$ cat src/rtl/jtcps1_gfx_pkg.sv
// Shared constants for the table-driven CPS1 graphics ROM mapper: layer codes,
// config field selectors and a default range table for boot-time loading.
package jtcps1_gfx_pkg;

  localparam logic [2:0] LAYER_OBJ     = 3'd0;
  localparam logic [2:0] LAYER_SCROLL1 = 3'd1;
  localparam logic [2:0] LAYER_SCROLL2 = 3'd2;
  localparam logic [2:0] LAYER_SCROLL3 = 3'd3;
  localparam logic [2:0] LAYER_STAR    = 3'd4;
  localparam int         NUM_LAYERS    = 5;

  localparam logic [1:0] FLD_START = 2'd0;
  localparam logic [1:0] FLD_END   = 2'd1;
  localparam logic [1:0] FLD_BASE  = 2'd2;
  localparam logic [1:0] FLD_MASK  = 2'd3;

  // Storage is always sized for the largest legal table; unused rows stay cleared.
  localparam int MAX_ENTRIES = 8;

  localparam int DEF_ENTRIES = 4;
  localparam logic [15:0] DEF_START [DEF_ENTRIES] = '{16'h0000, 16'h0000, 16'h0000, 16'h0000};
  localparam logic [15:0] DEF_END   [DEF_ENTRIES] = '{16'h7FFF, 16'h3FFF, 16'h1FFF, 16'h03FF};
  localparam logic [21:0] DEF_BASE  [DEF_ENTRIES] = '{22'h000000, 22'h040000, 22'h060000, 22'h070000};
  localparam logic [5:0]  DEF_MASK  [DEF_ENTRIES] = '{6'h21, 6'h22, 6'h2C, 6'h30};

  function automatic logic [5:0] mask_word(input logic en, input logic [4:0] layers);
    return {en, layers};
  endfunction

endpackage

$ cat src/rtl/jtcps1_gfx_mapper_tbl_if.sv
// Request/response and configuration bus of the table-driven graphics mapper.
interface jtcps1_gfx_mapper_tbl_if #(
  parameter int CW = 16,
  parameter int AW = 22,
  parameter int LW = 3
);
  logic          cfg_we;
  logic [2:0]    cfg_idx;
  logic [1:0]    cfg_fld;
  logic [AW-1:0] cfg_data;

  logic          req_valid;
  logic          req_ready;
  logic [LW-1:0] req_layer;
  logic [CW-1:0] req_code;

  logic          rsp_valid;
  logic          rsp_ready;
  logic [AW-1:0] rsp_addr;
  logic          rsp_hit;
  logic [2:0]    rsp_entry;

  modport master (
    output cfg_we, cfg_idx, cfg_fld, cfg_data,
    output req_valid, req_layer, req_code, rsp_ready,
    input  req_ready, rsp_valid, rsp_addr, rsp_hit, rsp_entry
  );

  modport slave (
    input  cfg_we, cfg_idx, cfg_fld, cfg_data,
    input  req_valid, req_layer, req_code, rsp_ready,
    output req_ready, rsp_valid, rsp_addr, rsp_hit, rsp_entry
  );
endinterface

$ cat src/rtl/jtcps1_gfx_mapper_match.sv
// Parallel range compare of every table entry plus a lowest-index-wins
// priority encoder.
module jtcps1_gfx_mapper_match
  import jtcps1_gfx_pkg::*;
#(
  parameter int ENTRIES = 4,
  parameter int CW      = 16,
  parameter int LW      = 3
) (
  input  logic [MAX_ENTRIES-1:0] i_en,
  input  logic [4:0]             i_mask  [MAX_ENTRIES],
  input  logic [CW-1:0]          i_start [MAX_ENTRIES],
  input  logic [CW-1:0]          i_end   [MAX_ENTRIES],
  input  logic [LW-1:0]          i_layer,
  input  logic [CW-1:0]          i_code,
  output logic                   o_hit,
  output logic [2:0]             o_idx
);

  logic [4:0]             w_layer_oh;
  logic [MAX_ENTRIES-1:0] w_match;

  // Layer codes beyond STAR decode to no bit, so they can never match.
  always_comb begin
    w_layer_oh = '0;
    for (int l = 0; l < NUM_LAYERS; l++)
      w_layer_oh[l] = (i_layer == LW'(l));
  end

  always_comb begin
    w_match = '0;
    for (int i = 0; i < MAX_ENTRIES; i++)
      w_match[i] = (i < ENTRIES) && i_en[i] && (|(i_mask[i] & w_layer_oh)) &&
                   (i_code >= i_start[i]) && (i_code <= i_end[i]);
  end

  always_comb begin
    o_hit = 1'b0;
    o_idx = 3'd0;
    for (int i = MAX_ENTRIES - 1; i >= 0; i--) begin
      if (w_match[i]) begin
        o_hit = 1'b1;
        o_idx = 3'(i);
      end
    end
  end

endmodule

$ cat src/rtl/jtcps1_gfx_mapper_tbl.sv
// Programmable CPS1 graphics ROM mapper: range table lookup followed by a
// two-stage valid/ready pipeline producing base + (code - start).
module jtcps1_gfx_mapper_tbl
  import jtcps1_gfx_pkg::*;
#(
  parameter int ENTRIES = 4,
  parameter int CW      = 16,
  parameter int AW      = 22,
  parameter int LW      = 3
) (
  input logic                     clk,
  input logic                     rst_n,
  jtcps1_gfx_mapper_tbl_if.slave  bus
);

  function automatic logic [AW-1:0] wrap_add(input logic [AW-1:0] base,
                                             input logic [CW-1:0] off);
    return base + AW'(off);
  endfunction

  logic [MAX_ENTRIES-1:0] r_en;
  logic [4:0]             r_mask  [MAX_ENTRIES];
  logic [CW-1:0]          r_start [MAX_ENTRIES];
  logic [CW-1:0]          r_end   [MAX_ENTRIES];
  logic [AW-1:0]          r_base  [MAX_ENTRIES];

  logic          w_hit;
  logic [2:0]    w_idx;
  logic          w_adv_p2;
  logic          w_req_ready;
  logic          w_acc;

  logic          r_vld_p1;
  logic          r_hit_p1;
  logic [2:0]    r_idx_p1;
  logic [CW-1:0] r_off_p1;
  logic [AW-1:0] r_base_p1;

  logic          r_vld_p2;
  logic          r_hit_p2;
  logic [2:0]    r_idx_p2;
  logic [AW-1:0] r_addr_p2;

  // Rows at or above ENTRIES are never written, so they stay cleared.
  always_ff @(posedge clk) begin
    if (!rst_n) begin
      for (int i = 0; i < MAX_ENTRIES; i++) begin
        r_en[i]    <= 1'b0;
        r_mask[i]  <= '0;
        r_start[i] <= '0;
        r_end[i]   <= '0;
        r_base[i]  <= '0;
      end
    end else if (bus.cfg_we && (int'(bus.cfg_idx) < ENTRIES)) begin
      case (bus.cfg_fld)
        FLD_START: r_start[bus.cfg_idx] <= bus.cfg_data[CW-1:0];
        FLD_END:   r_end[bus.cfg_idx]   <= bus.cfg_data[CW-1:0];
        FLD_BASE:  r_base[bus.cfg_idx]  <= bus.cfg_data;
        default: begin
          r_en[bus.cfg_idx]   <= bus.cfg_data[5];
          r_mask[bus.cfg_idx] <= bus.cfg_data[4:0];
        end
      endcase
    end
  end

  jtcps1_gfx_mapper_match #(
    .ENTRIES (ENTRIES),
    .CW      (CW),
    .LW      (LW)
  ) u_match (
    .i_en    (r_en),
    .i_mask  (r_mask),
    .i_start (r_start),
    .i_end   (r_end),
    .i_layer (bus.req_layer),
    .i_code  (bus.req_code),
    .o_hit   (w_hit),
    .o_idx   (w_idx)
  );

  assign w_adv_p2    = !r_vld_p2 || bus.rsp_ready;
  assign w_req_ready = !r_vld_p1 || w_adv_p2;
  assign w_acc       = bus.req_valid && w_req_ready;

  // ---- stage p1: match result snapshotted from the table at acceptance ----
  always_ff @(posedge clk) begin
    if (!rst_n)
      r_vld_p1 <= 1'b0;
    else if (w_acc)
      r_vld_p1 <= 1'b1;
    else if (w_adv_p2)
      r_vld_p1 <= 1'b0;
  end

  always_ff @(posedge clk) begin
    if (w_acc) begin
      r_hit_p1  <= w_hit;
      r_idx_p1  <= w_idx;
      r_off_p1  <= bus.req_code - r_start[w_idx];
      r_base_p1 <= r_base[w_idx];
    end
  end

  // ---- stage p2: output register, held while the consumer stalls ----
  always_ff @(posedge clk) begin
    if (!rst_n) begin
      r_vld_p2  <= 1'b0;
      r_hit_p2  <= 1'b0;
      r_idx_p2  <= 3'd0;
      r_addr_p2 <= '0;
    end else if (w_adv_p2) begin
      r_vld_p2 <= r_vld_p1;
      if (r_vld_p1) begin
        r_hit_p2  <= r_hit_p1;
        r_idx_p2  <= r_hit_p1 ? r_idx_p1 : 3'd0;
        r_addr_p2 <= r_hit_p1 ? wrap_add(r_base_p1, r_off_p1) : '0;
      end
    end
  end

  assign bus.req_ready = w_req_ready;
  assign bus.rsp_valid = r_vld_p2;
  assign bus.rsp_hit   = r_hit_p2;
  assign bus.rsp_entry = r_idx_p2;
  assign bus.rsp_addr  = r_addr_p2;

endmodule

$ cat src/flat_wrapper.sv
// flat-port wrapper written by rule: the top's interface ports become plain ports
module jtcps1_gfx_mapper_tbl_flat import jtcps1_gfx_pkg::*;
#(
  parameter int ENTRIES = 4,
  parameter int CW      = 16,
  parameter int AW      = 22,
  parameter int LW      = 3
)
  (clk, rst_n, bus_cfg_we, bus_cfg_idx, bus_cfg_fld, bus_cfg_data, bus_req_valid, bus_req_layer, bus_req_code, bus_rsp_ready, bus_req_ready, bus_rsp_valid, bus_rsp_addr, bus_rsp_hit, bus_rsp_entry);
  jtcps1_gfx_mapper_tbl_if #(.CW(CW), .AW(AW), .LW(LW)) bus_i ();
  input logic clk;
  input logic rst_n;
  input wire logic [$bits(bus_i.cfg_we)-1:0] bus_cfg_we;
  input wire logic [$bits(bus_i.cfg_idx)-1:0] bus_cfg_idx;
  input wire logic [$bits(bus_i.cfg_fld)-1:0] bus_cfg_fld;
  input wire logic [$bits(bus_i.cfg_data)-1:0] bus_cfg_data;
  input wire logic [$bits(bus_i.req_valid)-1:0] bus_req_valid;
  input wire logic [$bits(bus_i.req_layer)-1:0] bus_req_layer;
  input wire logic [$bits(bus_i.req_code)-1:0] bus_req_code;
  input wire logic [$bits(bus_i.rsp_ready)-1:0] bus_rsp_ready;
  output wire logic [$bits(bus_i.req_ready)-1:0] bus_req_ready;
  output wire logic [$bits(bus_i.rsp_valid)-1:0] bus_rsp_valid;
  output wire logic [$bits(bus_i.rsp_addr)-1:0] bus_rsp_addr;
  output wire logic [$bits(bus_i.rsp_hit)-1:0] bus_rsp_hit;
  output wire logic [$bits(bus_i.rsp_entry)-1:0] bus_rsp_entry;
  assign bus_i.cfg_we = bus_cfg_we;
  assign bus_i.cfg_idx = bus_cfg_idx;
  assign bus_i.cfg_fld = bus_cfg_fld;
  assign bus_i.cfg_data = bus_cfg_data;
  assign bus_i.req_valid = bus_req_valid;
  assign bus_i.req_layer = bus_req_layer;
  assign bus_i.req_code = bus_req_code;
  assign bus_i.rsp_ready = bus_rsp_ready;
  assign bus_req_ready = bus_i.req_ready;
  assign bus_rsp_valid = bus_i.rsp_valid;
  assign bus_rsp_addr = bus_i.rsp_addr;
  assign bus_rsp_hit = bus_i.rsp_hit;
  assign bus_rsp_entry = bus_i.rsp_entry;
  jtcps1_gfx_mapper_tbl #(.ENTRIES(ENTRIES), .CW(CW), .AW(AW), .LW(LW)) u_core (.clk(clk), .rst_n(rst_n), .bus(bus_i));
endmodule
$ cat config.mk
export PLATFORM = sky130hd
export DESIGN_NAME = jtcps1_gfx_mapper_tbl_flat
export DESIGN_NICKNAME = d
export VERILOG_FILES = /design/src/rtl/jtcps1_gfx_pkg.sv /design/src/rtl/jtcps1_gfx_mapper_tbl_if.sv /design/src/rtl/jtcps1_gfx_mapper_match.sv /design/src/rtl/jtcps1_gfx_mapper_tbl.sv /design/src/flat_wrapper.sv
export SDC_FILE = /design/constraint.sdc
export NUM_CORES = 1
export LEC_CHECK = 0
export ABC_AREA = 1
export BUFFER_PORTS_ARGS = -buffer_cell sky130_fd_sc_hd__buf_2
export CAP_MARGIN = 20
export CELL_PAD_IN_SITES_DETAIL_PLACEMENT = 1
export CELL_PAD_IN_SITES_GLOBAL_PLACEMENT = 1
export CORE_ASPECT_RATIO = 0.5
export CORE_UTILIZATION = 42
export DETAILED_ROUTE_END_ITERATION = 6
export HOLD_SLACK_MARGIN = 0.08
export PLACE_DENSITY = 0.82
export SYNTH_ARGS = -nofsm -noshare
export SYNTH_HDL_FRONTEND = slang
export SYNTH_SLANG_ARGS = --single-unit
$ cat constraint.sdc
create_clock -name clk -period 4.9 [get_ports clk]
set_clock_uncertainty 0.15 [all_clocks]
set_input_delay 0.98 -clock clk [delete_from_list [all_inputs] [get_ports clk]]
set_output_delay 0.98 -clock clk [all_outputs]
set_load 0.02 [all_outputs]
* After elaboration in Yosys (flattened, before gate mapping) *
Memory sizes are Yosys's and may differ from the RTL's. A register that Yosys moved wholly into a read port is not among the register bits.
Cells that the tools add are included.

cells by class
  add/sub/neg operators = 2
  order comparisons = 14
  eq/ne operators = 6
  mux-type cells = 30
  bitwise gates (word level) = 7
  reduce and logical (&&, ||, !) cells = 34

operator list
  cell                  number
  $bwmux W128           2
  $ge A16 B16 Y1        4
  $le A16 B16 Y1        4
  $bmux W16 S3          1
  $demux W16 S3         1
  $mux W16              3
  $mux W22              2
  $bwmux W40            1
  $add A22 B16 Y22      1
  $reduce_or A22 Y1     1
  $and A5 B5 Y5         4
  $reduce_or A5 Y1      4
  $logic_and A1 B1 Y1   16
  $sub A16 B16 Y16      1
  $demux W5 S3          1
  $mux W1               10
  $mux W3               3
  $bwmux W8             1
  $ge A4 B4 Y1 const B  2
  $not A3 Y4            2
  $reduce_and A2 Y1     4
  $eq A3 B2 Y1 const B  2
  $mux W2               3
  $reduce_or A3 Y1      2
  16 further kinds      18

word-level totals
  flip-flop bits (word level) = 352
  memory bits (writable) = 176
  input bits = 51
  output and inout port bits = 28
  logic and storage cells = 127
  memories = 1

memories
  memory         depth  bits a word  read ports  clocked after memory_dff  write ports  RTL line                     RTL
  u_core.r_base  8      22           1           1                         8            jtcps1_gfx_mapper_tbl.sv:25  logic [AW-1:0] r_base [MAX_ENTRIES];

* Depth between registers and ports, before layout *
Gate-level depths: netlist of run 1.

  depth in word-level cells = 15
  depth in mapped cells = 34
  mapped depth without buffers = 33

* Hierarchy *
A second synthesis of run 1 with hierarchy kept.

unflattened totals
  cell total of the unflattened synthesis = 3,010
  area, all modules = 25,535.7 µm²

modules (own cells, without submodules)
  module                   times used  cells each  area each (µm²)  sequential area each (µm²)
  jtcps1_gfx_mapper_tbl    1           2,402       21,892.2         13,192.7
  jtcps1_gfx_mapper_match  1           608         3,643.5          0.0

* Worst setup path before layout of run 1 *
No wires, ideal clock.

  path type = input port to flip-flop
  start point = in bus_req_code[0]
  end point = reg u_core.r_off_p1[12] (data pin)
  arrival time = 4,357 ps
  data required time = 4,491 ps
  path slack = 135 ps
  cell stages on the path = 32
  buffers on the path = 2
  path through = inv_1 ha_1 nand2_1 nor2_1 and2_1 nor2_1 nand2_1 nand2_1 nand2_1 nand2_1 nor2_1 nand2_1 nand2_2 nand2_4 buf_6 buf_4 o21ai_0 o22ai_1 ha_1 inv_1 fa_1 nand3_1 nand2_1 a21oi_1 inv_1 a21oi_1 o21ai_0 nand3_1 nand2_1 nand3_1 nand2_1 xor2_1

on the way
  longest elaborated chain between the ends = 12

ends and longest elaborated chain
  item                                         RTL line                       RTL
  start, declared                              flat_wrapper.sv:19             input wire logic [$bits(bus_i.req_code)-1:0] bus_req_code;
  $ge A16 B16 Y1                               jtcps1_gfx_mapper_match.sv:34  (i_code >= i_start[i]) && (i_code <= i_end[i]);
  $logic_and A1 B1 Y1                          jtcps1_gfx_mapper_match.sv:33  w_match[i] = (i < ENTRIES) && i_en[i] && (|(i_mask[i] & w_layer_oh)) &&
  $logic_and A1 B1 Y1                          jtcps1_gfx_mapper_match.sv:34
  $mux W2 (3 in a row)                         jtcps1_gfx_mapper_match.sv:41  if (w_match[i]) begin
  $mux W3                                      jtcps1_gfx_mapper_match.sv:41
  $not A3 Y4 (implied by the code)             jtcps1_gfx_mapper_tbl.sv:100   r_off_p1 <= bus.req_code - r_start[w_idx];
  $bmux W16 S3                                 jtcps1_gfx_mapper_tbl.sv:100
  $mux W16 (implied by the code) (2 in a row)  jtcps1_gfx_mapper_tbl.sv:100
  $sub A16 B16 Y16 (*)                         jtcps1_gfx_mapper_tbl.sv:100
  end signal, assigned                         jtcps1_gfx_mapper_tbl.sv:100
  end, declared                                jtcps1_gfx_mapper_tbl.sv:36    logic [CW-1:0] r_off_p1;

Every way passes the cells marked *; elsewhere a longest branch is shown, timed or not. The select of a mux whose other input is x is not followed.
A chain may end at the register's enable or synchronous reset.

* Worst setup path in the final report of run 1 *
  start point = in bus_req_code[7]
  end point = reg u_core.r_off_p1[13] (data pin)

Same word-level chain as after synthesis.

==> results.cfg, run 1 <==
[run_status]
status = finished, final reports clean

[die]
core_area_mm2 = 0.0380
rows = 50
ios = 79
die_area_mm2 = 0.0401
start_util = 0.433
die_h_um = 142
die_x_um = 282

[logic_synthesis]
synth_edf_count = 129
synth.distinct_cells = 43
yosys_warnings = 0
syn_area_mm2 = 0.0165
ys_ff_latch = 308
ys_seq_area_frac = 0.452
syn-num-nets = 2226
synth_ff_type = dfxtp_1
syn_avg_cell_area_um2 = 8.19
ys_async_sr_fraction = 0
syn_inst = 2014

[worst_setup_path]
r2r_slack_ps = 490
cp-endpoint = u_core.r_off_p1[13]
crit_path_start_kind = input pin
rr_worst_depth = 22
r2r-end = u_core.r_off_p1[13]
critPathKind = in2reg
r2r_start = u_core.r_start[107]
crit_fanout = 20
arrival_ps = 4820
cp-end-kind = flip-flop
critPathLaunch = bus_req_code[7]
required_ps = 5080

[sta]
tightest_slew_ps = 1020
slew_headroom = 0.320
final-setup-viol-count = 0
finalSetupTns_ps = 0
grt_setup_unrepaired = false
timing.final.hold_violations = 0
period_share = 0.947
slew_violations = 0
max_freq_mhz = 215
period_needed_ps = 4640

[cells_and_area]
multiInputGateArea_mm2 = 0.00769
nFillCells = 4602
register_area_mm2 = 0.00746
final_nets = 2346
fin_util = 0.502
antennaDiodeCount = 0
layout-drive-gt1-share = 0.121
final_cell_mix = 324 x a21oi_1, 314 x nand2_1, 248 x inv_1
area_growth_pct = 15.8
layout_commonest_cell = a21oi_1

[drt]
antenna_left = 0
dr_wl_met2_mm = 24.4
wl_per_cell_um = 19.3
vias = 14600
highest_layer = met4
drt-pass1-iter-count = 5
drtIter0Drc = 1171
wl_met1_mm = 24.0
drt-total-wl_mm = 51.8
wl_met3_mm = 2.36
drc = 0
vias_per_cell = 5.46

[global_route]
grt_max_degree = 112
gr-total-overflow = 0
first_global_vias = 15400
grt_pass1_wl_mm = 82.3
grt_use_total = 0.262
antenna_found_initial = 0

[clock_network]
cts_buffers = 29
cts_buffer_depth = 3
htree_levels = 1
clkLatencyLatePin_ps = 590
cts-root-buf = clkbuf_16
cts_hold_buffers = 0
cts_tree = done
clk_pin_slew_ps = 70
clock-sinks = 308

[power]
power.share.combinational = 0.112
p_int_mw = 4.37
p_seq_frac = 0.469
clock_power_share = 0.418
p_leak_nw = 7.87
peakVddDrop_v = 0.000326
pwr_density_cell_mw_per_mm2 = 311
p_sw_mw = 1.57
switching_share = 0.265
power_mw = 5.94

[placement]
hpwlAfterDp_mm = 36.1
port_buffers = 77
place.gp.congestion = 0.879

[min_path]
hold_path_startpoint = u_core.bus.rsp_addr[20]
hold_class = reg2reg

[flow_run]
max-cap-violations = 0
==> layout make-up <==
| class | count | area share |
|---|---|---|
| clock buffers | 35 | 0.0413 |
| well taps | 520 | 0.0341 |
| multi-input cells | 1356 | 0.403 |
| repair buffers | 188 | 0.0703 |
| clock inverters | 19 | 0.0119 |
| inverters | 251 | 0.0494 |
| flip-flops and latches | 308 | 0.390 |
==> stage by stage <==
stage	setup WS [ps]	cell area, um2	hold slack (ps)	std cells
floorplan	135	16500	325	2014
global placement	-173	18000	300	2619
detailed placement	-348	18000	306	2621
CTS	178	19000	317	2675
global route	7.64	19100	329	2677
finish	259	19100	315	2677
==> logic make-up (layout without fill, tap and decap cells) <==
kind of cell             after synthesis  count (layout)  share of synthesized area
AND/OR/NAND/NOR                      568             568                      0.139
adder cells (fa/ha/maj)              161             161                      0.123
flip-flops                           308             308                      0.452
XOR/XNOR                              15              15                    0.00797
AO/OA/AOI/OAI                        611             611                      0.194
other                                  1               1                   0.000227
buffers and inverters                350             493                     0.0839
==> worst max-delay path, cell delays in order <==
cell      delay, ps
buf_2           140
buf_12          150
buf_4           140
ha_1            290
nand2_1          70
inv_1            50
nand3_1          70
nor3_1          230
nand2_1          90
nand3_1         130
nand3_4         110
nand3_1         240
buf_4           360
a21oi_1          80
a22oi_1         230
ha_1            320
a21oi_1         170
o21ai_1         110
nand3_1          90
nand2_1          90
nand3_1          90
nand2_1          80
a21boi_1        220
o21ai_0         140
xor2_1          150
==> cells in the mapped netlist (15+ instances only) <==
master / number / area share
nand2_1: 314 / 0.071
a22oi_1: 15 / 0.0068
nand3_1: 48 / 0.015
o21ai_1: 23 / 0.0070
ha_1: 159 / 0.12
edfxtp_1: 129 / 0.23
o21ai_0: 202 / 0.061
a31oi_1: 26 / 0.0099
a21oi_1: 325 / 0.099
inv_1: 248 / 0.056
dfxtp_1: 179 / 0.22
clkbuf_1: 74 / 0.017
nor2_1: 165 / 0.038
nor3_1: 17 / 0.0052
==> sequential cells by signal, summed over array words and instances, names as in the netlist <==
| signal | cells |
|---|---|
| u_core.bus.rsp_valid | 1 |
| u_core.r_en | 4 |
| u_core.bus.rsp_hit | 1 |
| u_core.r_mask | 20 |
| u_core.bus.rsp_addr | 22 |
| u_core.r_end | 64 |
| u_core.r_off_p1 | 16 |
| u_core.r_start | 64 |
| u_core.r_vld_p1 | 1 |
| u_core.r_hit_p1 | 1 |
| u_core.r_base | 88 |
| u_core.bus.rsp_entry | 2 |
| u_core.r_base_p1 | 22 |
| u_core.r_idx_p1 | 2 |
==> per-layer routing <==
layer | vias up | track usage
li1 | 7043 | -
met1 | 7200 | 0.355
met2 | 313 | 0.445
met3 | 69 | 0.0345
met4 | 0 | 0.0640
met5 | - | 0
==> timing repair <==
action | 4_1_cts | 5_1_grt
endpoints found under the hold margin | 0 | 0
resized for setup | 0 | 9
setup buffers | 0 | 0
setup endpoints to repair | 0 | 5
==> worst min-delay path by stage <==
stage | endpoint | slack (ps) | cells after the start
floorplan | u_core.bus.rsp_entry[0] | 330 | 2
global placement | u_core.bus.rsp_addr[20] | 300 | 2
detailed placement | u_core.bus.rsp_addr[7] | 310 | 2
finish | u_core.bus.rsp_addr[20] | 310 | 2
CTS | u_core.bus.rsp_addr[7] | 320 | 2
global route | u_core.bus.rsp_addr[3] | 330 | 2
==> power groups by stage <==
stage / clock, mW / sequential, mW / combinational (mW)
finish: 2.48 / 2.79 / 0.667
global route: 2.60 / 2.79 / 0.744
CTS: 2.52 / 2.79 / 0.662
detailed placement: 0 / 2.84 / 0.651
global placement: 0 / 2.84 / 0.620
floorplan: 0 / 2.84 / 0.371
(Power assumes the default switching activity.)
==> run 2, diff against run 1 <==
--- a/config.mk
+++ b/config.mk
@@ -11,10 +11,11 @@
 export CELL_PAD_IN_SITES_DETAIL_PLACEMENT = 1
 export CELL_PAD_IN_SITES_GLOBAL_PLACEMENT = 1
 export CORE_ASPECT_RATIO = 0.5
-export CORE_UTILIZATION = 42
+export CORE_UTILIZATION = 45
 export DETAILED_ROUTE_END_ITERATION = 6
 export HOLD_SLACK_MARGIN = 0.08
-export PLACE_DENSITY = 0.82
+export PLACE_DENSITY = 0.85
 export SYNTH_ARGS = -nofsm -noshare
 export SYNTH_HDL_FRONTEND = slang
+export SYNTH_HIERARCHICAL = 1
 export SYNTH_SLANG_ARGS = --single-unit
==> results.cfg, run 2 <==
[clock_network]
htree_levels = 2
cts_tree = done
clock-sinks = 462
clkLatencyLatePin_ps = 580
cts_buffers = 43
cts-root-buf = clkbuf_16
cts_buffer_depth = 3
cts_hold_buffers = 0
clk_pin_slew_ps = 70

[cells_and_area]
fin_util = 0.523
final_nets = 3133
largest_reg_flops = 176
top_register = u_core/r_base
multiInputGateArea_mm2 = 0.0100
register_area_mm2 = 0.0114
final_cell_mix = 400 x nand2_1, 391 x nor2_1, 336 x o21ai_0
top_regs = u_core/r_base (176), u_core/r_start (128), u_core/r_end (64)
layout_commonest_cell = nand2_1
layout-drive-gt1-share = 0.107
area_growth_pct = 14.2
nFillCells = 6044

[worst_setup_path]
required_ps = 5090
cp_common_cell = nand2_1
arrival_ps = 4820
critPathKind = in2reg
cpMaxStageDelayCell = a21oi_1
cpPeakStageDelay_ps = 390
cp-end-kind = flip-flop
crit_path_start_kind = input pin
crit_fanout = 32

[sta]
slew_violations = 0
period_needed_ps = 4640
final-setup-viol-count = 0
hold-worst-slack_ps = 277
timing.final.hold_violations = 0
slew_headroom = 0.280
period_share = 0.946
max_freq_mhz = 216
finalSetupTns_ps = 0
tightest_slew_ps = 1080

[logic_synthesis]
syn_area_mm2 = 0.0231
syn_inst = 2738
yosys_warnings = 6
syn_avg_cell_area_um2 = 8.43

[flow_run]
max-cap-violations = 0

[global_route]
antenna_found_initial = 6
grt_use_total = 0.277
first_global_vias = 20900
grt_pass1_wl_mm = 113
grt_max_degree = 184
gr-total-overflow = 0

[die]
die_h_um = 162
die_area_mm2 = 0.0523
core_area_mm2 = 0.0504
start_util = 0.458
rows = 58
ios = 79
die_x_um = 322

[placement]
hpwlAfterDp_mm = 50.1
place.gp.congestion = 0.902
port_buffers = 78

[power]
p_sw_mw = 2.31
clock_power_share = 0.397
p_leak_nw = 11.4
p_seq_frac = 0.487
peakVddDrop_v = 0.000234
power.share.combinational = 0.115
pwr_density_cell_mw_per_mm2 = 333
switching_share = 0.264
p_int_mw = 6.46

[drt]
antenna_left = 0
vias_per_cell = 5.48
drtIter0Drc = 1348
drt-pass1-iter-count = 6
drt-total-wl_mm = 72.9
drc = 0
wl_per_cell_um = 20.0
vias = 20000

[min_path]
hold_class = reg2reg

[run_status]
status = finished, final reports clean
[run 2: layout make-up]
cell class,count,area share
Sequential cell,462,0.434
Multi-Input combinational cell,1885,0.380
Timing Repair Buffer,193,0.0512
Inverter,335,0.0478
Clock buffer,56,0.0455
Tap cell,690,0.0327
Clock inverter,23,0.00888
Antenna cell,5,0.000475
[run 2: routing by layer]
metal | wire, um | global-route usage | vias to the layer above
met1 | 31600 | 0.349 | 9944
li1 | - | - | 9406
met4 | 2150 | 0.0950 | 0
met2 | 35600 | 0.485 | 515
met5 | 0 | 0 | -
met3 | 3570 | 0.0388 | 149
[run 2: power by group through the flow]
stage | Combinational (mW) | Clock, mW | Sequential, mW
after floorplan | 0.585 | 0 | 4.33
after global placement | 0.898 | 0 | 4.34
after detailed placement | 0.953 | 0 | 4.35
after CTS | 0.971 | 3.54 | 4.27
after global routing | 1.11 | 3.68 | 4.28
final | 1.01 | 3.48 | 4.27
[run 2: timing repair]
| action | 4_1_cts | 5_1_grt |
|---|---|---|
| gates resized for setup | 0 | 6 |
| endpoints found under the setup margin | 0 | 4 |
| buffers inserted | 0 | 1 |
[run 2: critical path, delay by kind of cell]
family	cells	cell delay, ps
fa+ha+maj	2	620
buf+inv	5	930
simple gates	12	1110
compound gates	6	1180
[run 2: worst paths after layout]
path                            depth (start not counted)          startpoint  slack (ps)                   to
worst max register to register                         24  u_core/r_start[78]         490  u_core/r_off_p1[11]
worst min register to register                          2  u_core/r_start[34]         280   u_core/r_start[34]
worst min-delay path                                    2  u_core/r_start[34]         280   u_core/r_start[34]
worst max-delay path                                   25     bus_req_code[1]         260  u_core/r_off_p1[11]
[run 2: per-stage QoR]
stage | worst slack, ps | area, um2 | power [mW] | cells
floorplan | 203 | 23400 | 4.91 | 2825
global placement | -51.2 | 24900 | 5.24 | 3563
detailed placement | -324 | 24900 | 5.31 | 3563
CTS | 223 | 26300 | 8.78 | 3642
global route | -0.322 | 26400 | 9.07 | 3649
finish | 263 | 26400 | 8.77 | 3649
